<file path="src/rtl/img_pkg.sv">
// Shared types and geometry constants for the DVP capture path.
package img_pkg;

  typedef enum logic [1:0] {
    SKIP   = 2'd0,
    WAIT   = 2'd1,
    ACTIVE = 2'd2
  } cap_state_t;

  typedef logic [15:0] rgb565_t;

  localparam int IMG_HDISP_DFLT = 640;
  localparam int BYTES_PER_LINE = 2 * IMG_HDISP_DFLT;
  localparam int CNT_W          = 12;

endpackage

</file>
<file path="src/rtl/dvp_sync_edge.sv">
// Polarity-normalised two-stage delay line with rise/fall detection
// between the first and second stage.
module dvp_sync_edge #(
  parameter bit POL = 1'b1
) (
  input  logic clk,
  input  logic rst,
  input  logic i_sig,
  output logic o_s1,
  output logic o_s2,
  output logic o_rise,
  output logic o_fall
);

  logic w_norm;
  logic r_s1;
  logic r_s2;

  assign w_norm = POL ? i_sig : ~i_sig;

  always_ff @(posedge clk) begin
    if (rst) begin
      r_s1 <= 1'b0;
      r_s2 <= 1'b0;
    end else begin
      r_s1 <= w_norm;
      r_s2 <= r_s1;
    end
  end

  assign o_s1   = r_s1;
  assign o_s2   = r_s2;
  assign o_rise = r_s1 & ~r_s2;
  assign o_fall = ~r_s1 & r_s2;

endmodule

</file>
<file path="src/rtl/dvp_byte_capture.sv">
// Pairs OV5640 DVP bytes into RGB565 pixels, gates whole frames and flags
// line/frame geometry errors. Runs entirely on the camera pixel clock.
//
// state  | meaning
// SKIP   | discarding frames while the sensor settles
// WAIT   | between frames; cap_en sampled at the next frame start
// ACTIVE | current frame is passed downstream
module dvp_byte_capture
  import img_pkg::*;
#(
  parameter int IMG_HDISP   = BYTES_PER_LINE / 2,
  parameter int IMG_VDISP   = 480,
  parameter int SKIP_FRAMES = 10,
  parameter bit VSYNC_POL   = 1'b1
) (
  input  logic        clk,
  input  logic        rst,
  input  logic        cam_vsync,
  input  logic        cam_href,
  input  logic [7:0]  cam_data,
  input  logic        cap_en,
  output logic        dvp_vsync,
  output logic        dvp_href,
  output logic        dvp_valid,
  output logic [15:0] dvp_data,
  output logic [7:0]  frame_cnt,
  output logic        err_line,
  output logic        err_frame
);

  localparam logic [CNT_W-1:0] LINE_BYTES = CNT_W'(2 * IMG_HDISP);
  localparam logic [CNT_W-1:0] CNT_SAT    = '1;
  localparam logic [9:0]       LINES      = 10'(IMG_VDISP);
  localparam logic [7:0]       SKIP_LAST  = (SKIP_FRAMES > 0) ? 8'(SKIP_FRAMES - 1) : 8'd0;

  cap_state_t       r_state;
  cap_state_t       w_state_nxt;
  logic             w_vs_s1, w_vs_s2, w_vs_rise, w_vs_fall;
  logic             w_hr_s1, w_hr_s2, w_hr_rise, w_hr_fall;
  logic [7:0]       r_data_s1;
  logic [7:0]       r_hi;
  logic [7:0]       r_skip_cnt;
  logic [7:0]       r_frame_cnt;
  logic             r_phase;
  logic             r_line_acc;
  logic             r_valid;
  logic             r_href_o;
  logic             r_err_line;
  logic             r_err_frame;
  logic [CNT_W-1:0] r_byte_cnt;
  logic [9:0]       r_line_cnt;
  logic [9:0]       w_lines_total;
  rgb565_t          r_pix;
  logic             w_active;
  logic             w_line_end;
  logic             w_line_bad;
  logic             w_unused;

  dvp_sync_edge #(.POL(VSYNC_POL)) u_vs (
    .clk(clk), .rst(rst), .i_sig(cam_vsync),
    .o_s1(w_vs_s1), .o_s2(w_vs_s2), .o_rise(w_vs_rise), .o_fall(w_vs_fall)
  );

  dvp_sync_edge #(.POL(1'b1)) u_hr (
    .clk(clk), .rst(rst), .i_sig(cam_href),
    .o_s1(w_hr_s1), .o_s2(w_hr_s2), .o_rise(w_hr_rise), .o_fall(w_hr_fall)
  );

  assign w_active      = (r_state == ACTIVE);
  // A frame ending while href is still high closes that line in the same cycle.
  assign w_line_end    = w_hr_fall | (w_vs_rise & w_hr_s1 & w_hr_s2);
  assign w_line_bad    = (r_byte_cnt != LINE_BYTES) | r_byte_cnt[0];
  assign w_lines_total = r_line_cnt + {9'd0, w_line_end};
  assign w_unused      = w_vs_s1 ^ w_hr_rise;

  always_comb begin
    w_state_nxt = r_state;
    case (r_state)
      SKIP: begin
        if (SKIP_FRAMES == 0)
          w_state_nxt = WAIT;
        else if (w_vs_fall && r_skip_cnt == SKIP_LAST)
          w_state_nxt = WAIT;
      end
      WAIT:    if (w_vs_fall && cap_en) w_state_nxt = ACTIVE;
      ACTIVE:  if (w_vs_rise) w_state_nxt = WAIT;
      default: w_state_nxt = SKIP;
    endcase
  end

  always_ff @(posedge clk) begin
    if (rst) r_state <= SKIP;
    else     r_state <= w_state_nxt;
  end

  always_ff @(posedge clk) begin
    if (rst) begin
      r_data_s1   <= '0;
      r_hi        <= '0;
      r_skip_cnt  <= '0;
      r_frame_cnt <= '0;
      r_phase     <= 1'b0;
      r_line_acc  <= 1'b0;
      r_valid     <= 1'b0;
      r_href_o    <= 1'b0;
      r_err_line  <= 1'b0;
      r_err_frame <= 1'b0;
      r_byte_cnt  <= '0;
      r_line_cnt  <= '0;
      r_pix       <= '0;
    end else begin
      r_data_s1 <= cam_data;

      if (r_state == SKIP && w_vs_fall) r_skip_cnt <= r_skip_cnt + 8'd1;

      r_phase <= w_hr_s1 ? ~r_phase : 1'b0;
      if (w_hr_s1 && !r_phase) r_hi <= r_data_s1;

      r_href_o <= w_active & w_hr_s1;
      r_valid  <= w_active & w_hr_s1 & r_phase;
      if (!w_active)               r_pix <= '0;
      else if (w_hr_s1 && r_phase) r_pix <= {r_hi, r_data_s1};

      if (w_line_end)                               r_byte_cnt <= '0;
      else if (w_hr_s1 && r_byte_cnt != CNT_SAT)    r_byte_cnt <= r_byte_cnt + 1'b1;

      if (w_vs_fall)       r_line_cnt <= '0;
      else if (w_line_end) r_line_cnt <= r_line_cnt + 10'd1;

      if (w_vs_fall)                      r_line_acc <= 1'b0;
      else if (w_line_end && w_line_bad)  r_line_acc <= 1'b1;

      if (w_vs_fall) begin
        r_err_line  <= 1'b0;
        r_err_frame <= 1'b0;
      end else if (w_active && w_vs_rise) begin
        r_err_line  <= r_line_acc | (w_line_end & w_line_bad);
        r_err_frame <= (w_lines_total != LINES);
        r_frame_cnt <= r_frame_cnt + 8'd1;
      end
    end
  end

  assign dvp_vsync = w_vs_s2;
  assign dvp_href  = r_href_o;
  assign dvp_valid = r_valid;
  assign dvp_data  = r_pix;
  assign frame_cnt = r_frame_cnt;
  assign err_line  = r_err_line;
  assign err_frame = r_err_frame;

endmodule

</file>
<file path="config.mk">
export PLATFORM = sky130hd
export DESIGN_NAME = dvp_byte_capture
export DESIGN_NICKNAME = d
export VERILOG_FILES = /design/src/rtl/img_pkg.sv /design/src/rtl/dvp_sync_edge.sv /design/src/rtl/dvp_byte_capture.sv
export SDC_FILE = /design/constraint.sdc
export NUM_CORES = 1
export LEC_CHECK = 0
export BUFFER_PORTS_ARGS = -buffer_cell sky130_fd_sc_hd__buf_2
export CAP_MARGIN = 20
export CORE_ASPECT_RATIO = 0.7
export CORE_UTILIZATION = 35
export DETAILED_ROUTE_END_ITERATION = 16
export PLACE_DENSITY = 0.55
export RECOVER_POWER = 100
export SLEW_MARGIN = 20
export SYNTH_ARGS = -nofsm -noshare
export SYNTH_HDL_FRONTEND = slang
export SYNTH_HIERARCHICAL = 1
export SYNTH_SLANG_ARGS = --single-unit
</file>
<file path="constraint.sdc">
create_clock -name clk -period 2.1 [get_ports clk]
set_input_delay 0.105 -clock clk [delete_from_list [all_inputs] [get_ports clk]]
set_output_delay 0.105 -clock clk [all_outputs]
set_load 0.02 [all_outputs]
</file>
==> results of run 1 <==
==> final cells by class <==
cell class                 count  area share, %
clock buffer                  10           5.84
clock inverter                 6           1.74
inverter                       8          0.765
multi-input combinational    276           40.6
sequential                    82           40.2
tap                          124           3.79
timing repair buffer          57           7.04
==> flip-flops by register name, summed over array words and instances (netlist names) <==
signal and cells:
r_phase 1, u_vs/o_s1 1, u_vs/o_s2 1, dvp_valid 1, r_state 2, err_line 1, r_hi 8, u_hr/o_s1 1
err_frame 1, r_skip_cnt 8, dvp_href 1, r_line_acc 1, u_hr/o_s2 1, frame_cnt 8, r_byte_cnt 12, r_data_s1 8
dvp_data 16, r_line_cnt 10
==> critical path: stages, from the launching register on <==
cell                       delay, ns
sky130_fd_sc_hd__dfxtp_1        0.35
sky130_fd_sc_hd__nor2b_2        0.20
sky130_fd_sc_hd__a31oi_4        0.16
sky130_fd_sc_hd__clkinv_2       0.08
sky130_fd_sc_hd__ha_1           0.21
sky130_fd_sc_hd__ha_1           0.30
sky130_fd_sc_hd__nor4_2         0.26
sky130_fd_sc_hd__o2111a_1       0.23
sky130_fd_sc_hd__a211oi_1       0.07
==> routing by layer <==
| layer | track usage (%) | vias to the layer above | share of wire (%) |
|---|---|---|---|
| met5 | 0 | - | 0 |
| met4 | 4.66 | 0 | 1.2 |
| met3 | 5.30 | 9 | 4.0 |
| met2 | 22.4 | 42 | 41 |
| met1 | 20.9 | 1261 | 54 |
| li1 | - | 1427 | - |
==> through the flow <==
step,area (um2),total power (uW),std cells
floorplan,3420,1700,384
global placement,3760,1740,538
global route,4090,3470,563
CTS,4160,3380,563
detailed placement,3760,1750,538
finish,4090,3330,563
==> worst max-delay path by stage <==
stage / endpoint / slack [ns] / from
after global routing: err_frame / 0.04 / u_hr/o_s2
after CTS: err_frame / 0.009 / u_hr/o_s1
final: err_frame / 0.11 / u_hr/o_s2
after detailed placement: err_frame / 0.01 / u_hr/o_s1
after global placement: err_frame / 0.18 / u_hr/o_s1
after floorplan: err_frame / 0.02 / u_vs/o_s2
==> timing repair <==
item / 4_1_cts / 5_1_grt
hold buffers: 9 / 0
endpoints found under the hold margin: 9 / 0
setup endpoints to repair: 0 / 1
resized for setup: 0 / 3
==> power by group <==
| part | switching (uW) | internal [uW] | total [uW] | leakage [uW] |
|---|---|---|---|---|
| registers | 17.8 | 1580 | 1600 | 0.000665 |
| logic | 70.1 | 50.4 | 121 | 0.000645 |
| clock network | 648 | 963 | 1610 | 0.000146 |
| total | 736 | 2590 | 3330 | 0.00146 |
==> results.txt, run 1 <==
----------------------------------------------------
[STA]
  Final cycle utilization of the critical path ... between 90% and 100%
  Setup repair after global routing missed its margin ... no
  Minimum period implied by the final worst setup slack ... between 1.5 and 2 ns
  Achievable Freq ... slightly above 500 MHz
  Final number of max-transition violations ... 0
  Slew @ Worst Pin ... 1.07 ns
  Max-Slew Margin vs Limit ... between 20 and 30%
  Post-Route Hold Slack ... a little over 0.007 ns
  Setup clock skew after layout ... about 0.0085 ns
  PnR worst setup slack ... 0.111 ns
  Sum of negative setup slack ... 0 ns
  Final hold violations ... 0
  Setup violation total in the final timing report ... 0

[Hold path]
  Startpoint of the worst hold path ... cam_href
  Terminating pin of the worst hold path ... u_hr/o_s1
  Depth of the worst hold-timing path ... 2
  Class of the worst hold path ... in2reg

[Run status]
  Status ... complete, no violations

[Power]
  VDD IR-drop max ... slightly above 0.0005 V
  Power per unit of standard cell area ... between 800 and 900 mW/mm2
  Leakage power ... approximately 0.0015 uW

[GRT]
  Vias in the first global route ... around 2.6k
  Total global routing overflow ... 0
  Overall routing resource usage ... 15.3%
  First-pass GRT wire length ... roughly 12000 um
  Maximum number of pins on one net before global-route repair ... 26
  Antenna violations before repair ... 0

[Floorplanning]
  Number of standard-cell rows in the floorplan ... 29
  DIE AREA ... between 0.01 and 0.015 mm2
  Core region area ... 0.00929 mm2
  Die X-Extent ... 120 um
  Initial Util ... between 30% and 40%
  Die height ... 84.7 um
  I/O pin count ... 42

[Worst setup path]
  Data required time of the worst path ... 2.31 ns
  End of the worst register-to-register path ... err_frame
  CP Max Fanout ... 3
  Register-to-register setup slack ... ~0.11 ns
  Kind of critical path ... reg2reg
  Arrival @ worst endpoint ... 2.20 ns
  FF-to-FF Start ... u_hr/o_s2
  Crit path capture type ... flip-flop
  Length in cells of the worst reg-to-reg path ... 8
  Critical path startpoint category ... flip-flop

[Run]
  Maximum Capacitance Violations ... 0

[Drt]
  Pre-Repair DR Iteration Count ... 4
  Total via count in the routed design ... 2739
  Average wire per standard cell ... about 13 um
  Initial DRC Count ... around 100
  Total routed wirelength ... just over 7000 um
  Remaining routing DRC violations ... 0
  Via count normalized by instance count ... approximately 5
  Detail Route Antenna Nets ... 0

[Clock network]
  H-tree lvl count ... 3
  Root Driver ... sky130_fd_sc_hd__clkbuf_16
  Maximum buffer depth of the clock tree ... 2
  Number of clock sinks ... slightly above 80
  Clock tree from TritonCTS ... built
  Clock buffer count from CTS ... 9
  Clock insertion delay at the later pin of the skew report ... about 0.34 ns
  Post-CTS Repair Setup Buffers ... 0
  Clock slew at the register clock pins of the worst setup and hold paths ... ~0.060 ns

[Logic synthesis]
  Summed instance area of the synthesized netlist ... roughly 0.0034 mm2
  Post-synth net total ... 405
  Syn_area_per_cell ... 8.91 um2
  Gate count after technology mapping ... around 380
  Yosys warns ... 6

[Cells and area]
  N_diodes ... 0
  Multi-input logic area ... roughly 0.0017 mm2
  Reg area ... 0.00164 mm2
  Commonest non-fill, non-tap cell in the layout ... sky130_fd_sc_hd__dfxtp_1
  Syn-to-layout area delta ... 19.5%
  Most used cells in the layout excluding fill and tap cells ... sky130_fd_sc_hd__dfxtp_1, sky130_fd_sc_hd__nand2_1, sky130_fd_sc_hd__nor2_1
  Layout net count ... 455
  Ratio of cells with drive above 1 in the final layout ... around a tenth
  Layout fillers ... about 950
  Fin util ... between 40% and 50%

[Placement]
  Detail Placement HPWL ... 4870 um
  Setup WS pre-CTS ... about 0.014 ns
  Last weighted congestion value of the routability-driven placer ... 0.766
  Count of input and output buffers ... roughly 40

----------------------------------------------------
Note: power is estimated with default switching activity, not from simulation.
==> run 2, diff against run 1 <==
--- a/config.mk
+++ b/config.mk
@@ -7,10 +7,12 @@
 export LEC_CHECK = 0
 export BUFFER_PORTS_ARGS = -buffer_cell sky130_fd_sc_hd__buf_2
 export CAP_MARGIN = 20
+export CELL_PAD_IN_SITES_DETAIL_PLACEMENT = 1
+export CELL_PAD_IN_SITES_GLOBAL_PLACEMENT = 2
 export CORE_ASPECT_RATIO = 0.7
-export CORE_UTILIZATION = 35
+export CORE_UTILIZATION = 32
 export DETAILED_ROUTE_END_ITERATION = 16
-export PLACE_DENSITY = 0.55
+export PLACE_DENSITY = 0.75
 export RECOVER_POWER = 100
 export SLEW_MARGIN = 20
 export SYNTH_ARGS = -nofsm -noshare
==> results.txt, run 2 (synthesis gave the netlist of run 1 again) <==
----------------------------------------------------
[STA]
  Achievable Freq ... 512 MHz (was 503 MHz)
  Final number of max-transition violations ... 0 (unchanged)
  Slew @ Worst Pin ... 1.06 ns (was 1.07 ns)
  Setup clock skew after layout ... 0.00633 ns (was 0.00854 ns)
  Final hold violations ... 0 (unchanged)
  Setup violation total in the final timing report ... 0 (unchanged)
  Minimum period implied by the final worst setup slack ... 1.95 ns (was 1.99 ns)
  Final cycle utilization of the critical path ... 93.0% (was 94.7%)
  PnR worst setup slack ... 0.147 ns (was 0.111 ns)
  Max-Slew Margin vs Limit ... 29.3% (was 28.6%)
  Setup repair after global routing missed its margin ... no (unchanged)
  Sum of negative setup slack ... 0 ns (unchanged)

[Worst setup path]
  Kind of critical path ... reg2reg (unchanged)
  Length in cells of the worst reg-to-reg path ... 8 (unchanged)
  Arrival @ worst endpoint ... 2.16 ns (was 2.20 ns)
  Crit path capture type ... flip-flop (unchanged)
  Critical path startpoint category ... flip-flop (unchanged)
  Data required time of the worst path ... 2.30 ns (was 2.31 ns)
  CP Max Fanout ... 3 (unchanged)

[Placement]
  Count of input and output buffers ... 41 (unchanged)
  Total instance count after detailed placement ... 548 (was 538)
  Last weighted congestion value of the routability-driven placer ... 0.775 (was 0.766)
  Setup WS pre-CTS ... 0.0820 ns (was 0.0138 ns)
  Detail Placement HPWL ... 5550 um (was 4870 um)

[Clock network]
  Clock insertion delay at the later pin of the skew report ... 0.33 ns (was 0.34 ns)
  Clock buffer count from CTS ... 9 (unchanged)
  Root Driver ... sky130_fd_sc_hd__clkbuf_16 (unchanged)
  Clock tree from TritonCTS ... built (unchanged)
  Clock slew at the register clock pins of the worst setup and hold paths ... 0.06 ns (about the same)
  Maximum buffer depth of the clock tree ... 2 (unchanged)
  H-tree lvl count ... 3 (unchanged)
  Number of clock sinks ... 82 (unchanged)

[Drt]
  Uppermost metal layer occupied by signal nets ... met4 (unchanged)
  Total routed wirelength ... 8090 um (was 7170 um)
  Total via count in the routed design ... 2804 (was 2739)
  Via count normalized by instance count ... 4.92 (was 4.87)
  Pre-Repair DR Iteration Count ... 10 (was 4)
  Remaining routing DRC violations ... 1 (was 0)
  Met2 Routed Length ... 3550 um (was 2950 um)
  Routed length on met1 ... 4290 um (was 3850 um)
  Average wire per standard cell ... 14.2 um (was 12.7 um)
  Detail Route Antenna Nets ... 0 (unchanged)
  Length of routed met3 wiring ... 196 um (was 284 um)
  Initial DRC Count ... 111 (was 98)

[Cells and area]
  Most used cells in the layout excluding fill and tap cells ... sky130_fd_sc_hd__dfxtp_1, sky130_fd_sc_hd__nand2_1, sky130_fd_sc_hd__nor2_1 (unchanged)
  Syn-to-layout area delta ... 18.5% (was 19.5%)
  Ratio of cells with drive above 1 in the final layout ... 9.36% (was 9.34%)
  Layout net count ... 454 (was 455)
  Commonest non-fill, non-tap cell in the layout ... sky130_fd_sc_hd__dfxtp_1 (unchanged)
  Number of flip-flops in the largest register ... 16 (unchanged)
  Final non-filler cell total ... 570 (was 563)
  N_diodes ... 0 (unchanged)
  Layout fillers ... 1260 (was 952)

[Power]
  Power per unit of standard cell area ... 815 mW/mm2 (was 814 mW/mm2)
  Pwr Total ... 3310 uW (was 3330 uW)
  VDD IR-drop max ... 0.000472 V (was 0.000506 V)
  Leakage power ... 0.00144 uW (was 0.00146 uW)

[GRT]
  Antenna violations before repair ... 0 (unchanged)
  Maximum number of pins on one net before global-route repair ... 24 (was 26)
  Vias in the first global route ... 2757 (was 2577)
  Overall routing resource usage ... 15.3% (about the same)
  First-pass GRT wire length ... 13400 um (was 12300 um)
  Total global routing overflow ... 0 (unchanged)

[Floorplanning]
  I/O pin count ... 42 (unchanged)
  Die height ... 88.5 um (was 84.7 um)
  Initial Util ... 33.0% (was 36.8%)
  Number of standard-cell rows in the floorplan ... 31 (was 29)
  Die X-Extent ... 126 um (was 120 um)
  DIE AREA ... 0.0111 mm2 (was 0.0102 mm2)
  Core region area ... 0.0104 mm2 (was 0.00929 mm2)

[Hold path]
  Depth of the worst hold-timing path ... 2 (unchanged)
  Class of the worst hold path ... in2reg (unchanged)

[Run]
  Maximum Capacitance Violations ... 0 (unchanged)

[Run status]
  Failing checks ... DRC
  Status ... complete, but fails checks (was complete, no violations)

----------------------------------------------------
## run 2: metal layers
metal	vias up	GRT usage [%]
met5	-	0
met4	0	3.88
met3	5	3.87
met2	27	24.2
met1	1352	20.9
li1	1420	-
## run 2: final cells by class
cell class | instances | area [um2] | share of cell area (%)
inverter | 8 | 31.3 | 0.771
sequential | 82 | 1640 | 40.5
tap | 132 | 165 | 4.07
clock inverter | 6 | 66.3 | 1.63
clock buffer | 10 | 239 | 5.89
timing repair buffer | 56 | 270 | 6.66
multi-input combinational | 276 | 1640 | 40.5
## run 2: per-stage QoR
stage,cell area [um2],hold slack (ns),utilization (%)
floorplan,3420,0.177,-
CTS,4150,0.0141,40.1
finish,4060,0.00879,39.2
global route,4060,0.00728,39.2
detailed placement,3780,0.321,36.5
global placement,3780,0.318,36.5
## run 2: worst paths after layout
| path | slack (ns) | from | endpoint |
|---|---|---|---|
| max | 0.15 | u_hr/o_s2 | err_frame |
| min | 0.009 | cam_data[2] | r_data_s1[2] |
| max reg2reg | 0.15 | u_hr/o_s2 | err_frame |
| min reg2reg | 0.45 | r_data_s1[4] | dvp_data[4] |
## run 2: timing repair
action                     4_1_cts  5_1_grt
setup buffers                    0        0
setup endpoints to repair        0        1
hold endpoints to repair         6        0
gates resized for setup          0        4
hold buffers                     6        0
## run 2: critical path, stage by stage, from the launching register on
cell and delay [ns]:
sky130_fd_sc_hd__dfxtp_1 0.35, sky130_fd_sc_hd__nor2b_2 0.19, sky130_fd_sc_hd__a31oi_4 0.16, sky130_fd_sc_hd__clkinv_2 0.08, sky130_fd_sc_hd__ha_1 0.22, sky130_fd_sc_hd__ha_1 0.30, sky130_fd_sc_hd__nor4_2 0.25, sky130_fd_sc_hd__o2111a_1 0.22
sky130_fd_sc_hd__a211oi_1 0.07
## run 2: power breakdown
part	internal [uW]	leakage (uW)	switching (uW)
registers	1580	0.000665	18.1
logic	47.1	0.000620	73.8
clock network	955	0.000152	632
==> run 3, diff against run 2 <==
--- a/config.mk
+++ b/config.mk
@@ -10,9 +10,10 @@
 export CELL_PAD_IN_SITES_DETAIL_PLACEMENT = 1
 export CELL_PAD_IN_SITES_GLOBAL_PLACEMENT = 2
 export CORE_ASPECT_RATIO = 0.7
-export CORE_UTILIZATION = 32
+export CORE_UTILIZATION = 33
+export CTS_BUF_LIST = sky130_fd_sc_hd__clkbuf_4 sky130_fd_sc_hd__clkbuf_8
 export DETAILED_ROUTE_END_ITERATION = 16
-export PLACE_DENSITY = 0.75
+export PLACE_DENSITY = 0.77
 export RECOVER_POWER = 100
 export SLEW_MARGIN = 20
 export SYNTH_ARGS = -nofsm -noshare
==> results.txt, run 3 (synthesis gave the netlist of run 1 again) <==
----------------------------------------------------
[Run status]
  Status ... complete, but fails checks (unchanged)
  Failing checks ... capacitance limit, slew limit (was DRC)

[GRT]
  Antenna violations before repair ... 0 (unchanged)
  Total global routing overflow ... 0 (unchanged)
  Overall routing resource usage ... 16.1% (was 15.3%)
  Maximum number of pins on one net before global-route repair ... 37 (was 24)
  Vias in the first global route ... 2686 (was 2757)
  First-pass GRT wire length ... 13300 um (was 13400 um)

[STA]
  Final hold violations ... 0 (unchanged)
  Achievable Freq ... 508 MHz (was 512 MHz)
  Sum of negative setup slack ... 0 ns (unchanged)
  Max-Slew Margin vs Limit ... -8.75% (was 29.3%)
  Setup repair after global routing missed its margin ... no (unchanged)
  Minimum period implied by the final worst setup slack ... 1.97 ns (was 1.95 ns)
  Slew @ Worst Pin ... 1.63 ns (was 1.06 ns)
  Setup clock skew after layout ... 0.0101 ns (was 0.00633 ns)
  Final number of max-transition violations ... 37 (was 0)
  Final cycle utilization of the critical path ... 93.8% (was 93.0%)
  Setup violation total in the final timing report ... 0 (unchanged)

[Power]
  VDD IR-drop max ... 0.000256 V (was 0.000472 V)
  Portion of total power attributed to the clock network ... 43.2% (was 48.0%)
  Proportion of power drawn by combinational gates ... 4.1% (was 3.7%)
  Part of the power in registers ... 52.7% (was 48.3%)
  Cell internal pwr ... 2390 uW (was 2580 uW)
  Switching power share of the total ... 21.2% (was 21.9%)
  Leakage power ... 0.00143 uW (was 0.00144 uW)
  Total net switching power ... 642 uW (was 724 uW)
  Pwr Total ... 3030 uW (was 3310 uW)
  Power per unit of standard cell area ... 756 mW/mm2 (was 815 mW/mm2)

[Hold path]
  Class of the worst hold path ... in2reg (unchanged)
  Depth of the worst hold-timing path ... 2 (unchanged)

[Worst setup path]
  Arrival @ worst endpoint ... 2.20 ns (was 2.16 ns)
  Data required time of the worst path ... 2.33 ns (was 2.30 ns)
  Slowest Stage Delay on Critical Path ... 0.35 ns (about the same)
  Slowest-stage cell, CP ... sky130_fd_sc_hd__dfxtp_1 (unchanged)
  Kind of critical path ... reg2reg (unchanged)
  Critical path startpoint category ... flip-flop (unchanged)
  Cell mode on critical path ... sky130_fd_sc_hd__ha_1 (unchanged)
  CP Max Fanout ... 3 (unchanged)
  Length in cells of the worst reg-to-reg path ... 8 (unchanged)
  Cells along the critical path ... nor2b_2, a31oi_4, clkinv_2, ha_1, ha_1, nor4_1, o2111a_1, a211oi_1 (was nor2b_2, a31oi_4, clkinv_2, ha_1, ha_1, nor4_2, o2111a_1, a211oi_1)
  Crit path capture type ... flip-flop (unchanged)

[Clock network]
  Post-CTS Repair Setup Buffers ... 0 (unchanged)
  Clock slew at the register clock pins of the worst setup and hold paths ... 0.07 ns (was 0.06 ns)
  Root Driver ... sky130_fd_sc_hd__clkbuf_8 (was sky130_fd_sc_hd__clkbuf_16)
  Maximum buffer depth of the clock tree ... 2 (unchanged)
  Clock tree from TritonCTS ... built (unchanged)
  H-tree lvl count ... 3 (unchanged)
  Clock buffer count from CTS ... 9 (unchanged)
  Clock insertion delay at the later pin of the skew report ... 0.36 ns (was 0.33 ns)
  Number of clock sinks ... 82 (unchanged)

[Drt]
  Pre-Repair DR Iteration Count ... 4 (was 10)
  Initial DRC Count ... 106 (was 111)
  Detail Route Antenna Nets ... 0 (unchanged)
  Via count normalized by instance count ... 4.95 (was 4.92)
  Total routed wirelength ... 8000 um (was 8090 um)
  Total via count in the routed design ... 2818 (was 2804)
  Remaining routing DRC violations ... 0 (was 1)
  Average wire per standard cell ... 14.1 um (was 14.2 um)

[Cells and area]
  Number of flip-flops in the largest register ... 16 (unchanged)
  N_diodes ... 0 (unchanged)
  Summed area of non-filler cells in the final layout ... 0.00401 mm2 (was 0.00406 mm2)
  Reg area ... 0.00164 mm2 (unchanged)
  Layout net count ... 457 (was 454)
  Multi-input logic area ... 0.00164 mm2 (about the same)
  Fin util ... 40.6% (was 39.2%)
  Layout fillers ... 1190 (was 1260)
  Most used cells in the layout excluding fill and tap cells ... sky130_fd_sc_hd__dfxtp_1, sky130_fd_sc_hd__nand2_1, sky130_fd_sc_hd__nor2_1 (unchanged)
  Syn-to-layout area delta ... 17.1% (was 18.5%)
  Ratio of cells with drive above 1 in the final layout ... 9.52% (was 9.36%)
  Commonest non-fill, non-tap cell in the layout ... sky130_fd_sc_hd__dfxtp_1 (unchanged)

[Floorplanning]
  Die height ... 87.2 um (was 88.5 um)
  Initial Util ... 34.7% (was 33.0%)
  Core region area ... 0.00987 mm2 (was 0.0104 mm2)
  I/O pin count ... 42 (unchanged)
  Number of standard-cell rows in the floorplan ... 30 (was 31)
  DIE AREA ... 0.0108 mm2 (was 0.0111 mm2)
  Die X-Extent ... 124 um (was 126 um)

[Placement]
  Count of input and output buffers ... 41 (unchanged)
  Detail Placement HPWL ... 5510 um (was 5550 um)
  Post-detailed-placement cell area ... 0.00378 mm2 (about the same)
  Last weighted congestion value of the routability-driven placer ... 0.746 (was 0.775)

[Run]
  Maximum Capacitance Violations ... 1 (was 0)

----------------------------------------------------
run 3: changes by cell type in the layout (fill, tap and decap cells not counted), sizes merged:
| cell | before | now |
|---|---|---|
| dlygate4sd3 | 6 | 9 |
| buf | 13 | 14 |
| clkbuf | 47 | 50 |
| bufinv | 1 | 2 |
| clkinv | 6 | 1 |
run 3: final timing paths:
kind	from	to	slack, ns
max reg2reg	u_hr/o_s2	err_frame	0.13
min	cam_href	u_hr/o_s1	0.03
min reg2reg	r_data_s1[0]	dvp_data[0]	0.45
max	u_hr/o_s2	err_frame	0.13
run 3: through the flow:
stage	setup WS [ns]	hold WS (ns)	instances
2_1_floorplan	0.0215	0.177	384
3_5_place_dp	0.0781	0.327	544
3_3_place_gp	0.172	0.322	544
6_report	0.131	0.0270	569
4_1_cts	0.0499	0.00693	569
5_1_grt	0.0181	0.00627	569
run 3: critical path: cells and delay by family (launching register included):
kind                       cells  cell delay (ns)
and+or+nand+nor                2             0.47
buffers and inverters          1             0.08
adders and majority gates      2             0.49
AOI/OAI and AO/OA              3             0.45
DFF                            1             0.35
run 3: repair_timing:
action                                  CTS  global route
hold buffers                              9             0
endpoints found under the setup margin    0             1
hold endpoints to repair                  9             0
resized for setup                         0             2
run 3: metal layers:
metal	vias to the layer above	routed length, um	GRT usage, %
met4	0	100	5.91
met5	-	0	0
li1	1424	-	-
met2	28	3510	24.1
met3	12	274	4.38
met1	1354	4110	21.9
run 3: final cells by class:
| class | count | area share [%] |
|---|---|---|
| well taps | 128 | 4.00 |
| multi-input cells | 276 | 40.9 |
| clock buffers | 14 | 4.18 |
| clock inverters | 2 | 1.50 |
| inverters | 8 | 0.781 |
| repair buffers | 59 | 7.59 |
| flip-flops and latches | 82 | 41.0 |
run 3: power by group through the flow:
stage	Clock, uW	Sequential, uW	Combinational (uW)
2_1_floorplan	0	1630	75.3
3_3_place_gp	0	1630	118
3_5_place_dp	0	1630	122
4_1_cts	1370	1600	136
5_1_grt	1420	1600	141
6_report	1310	1600	125
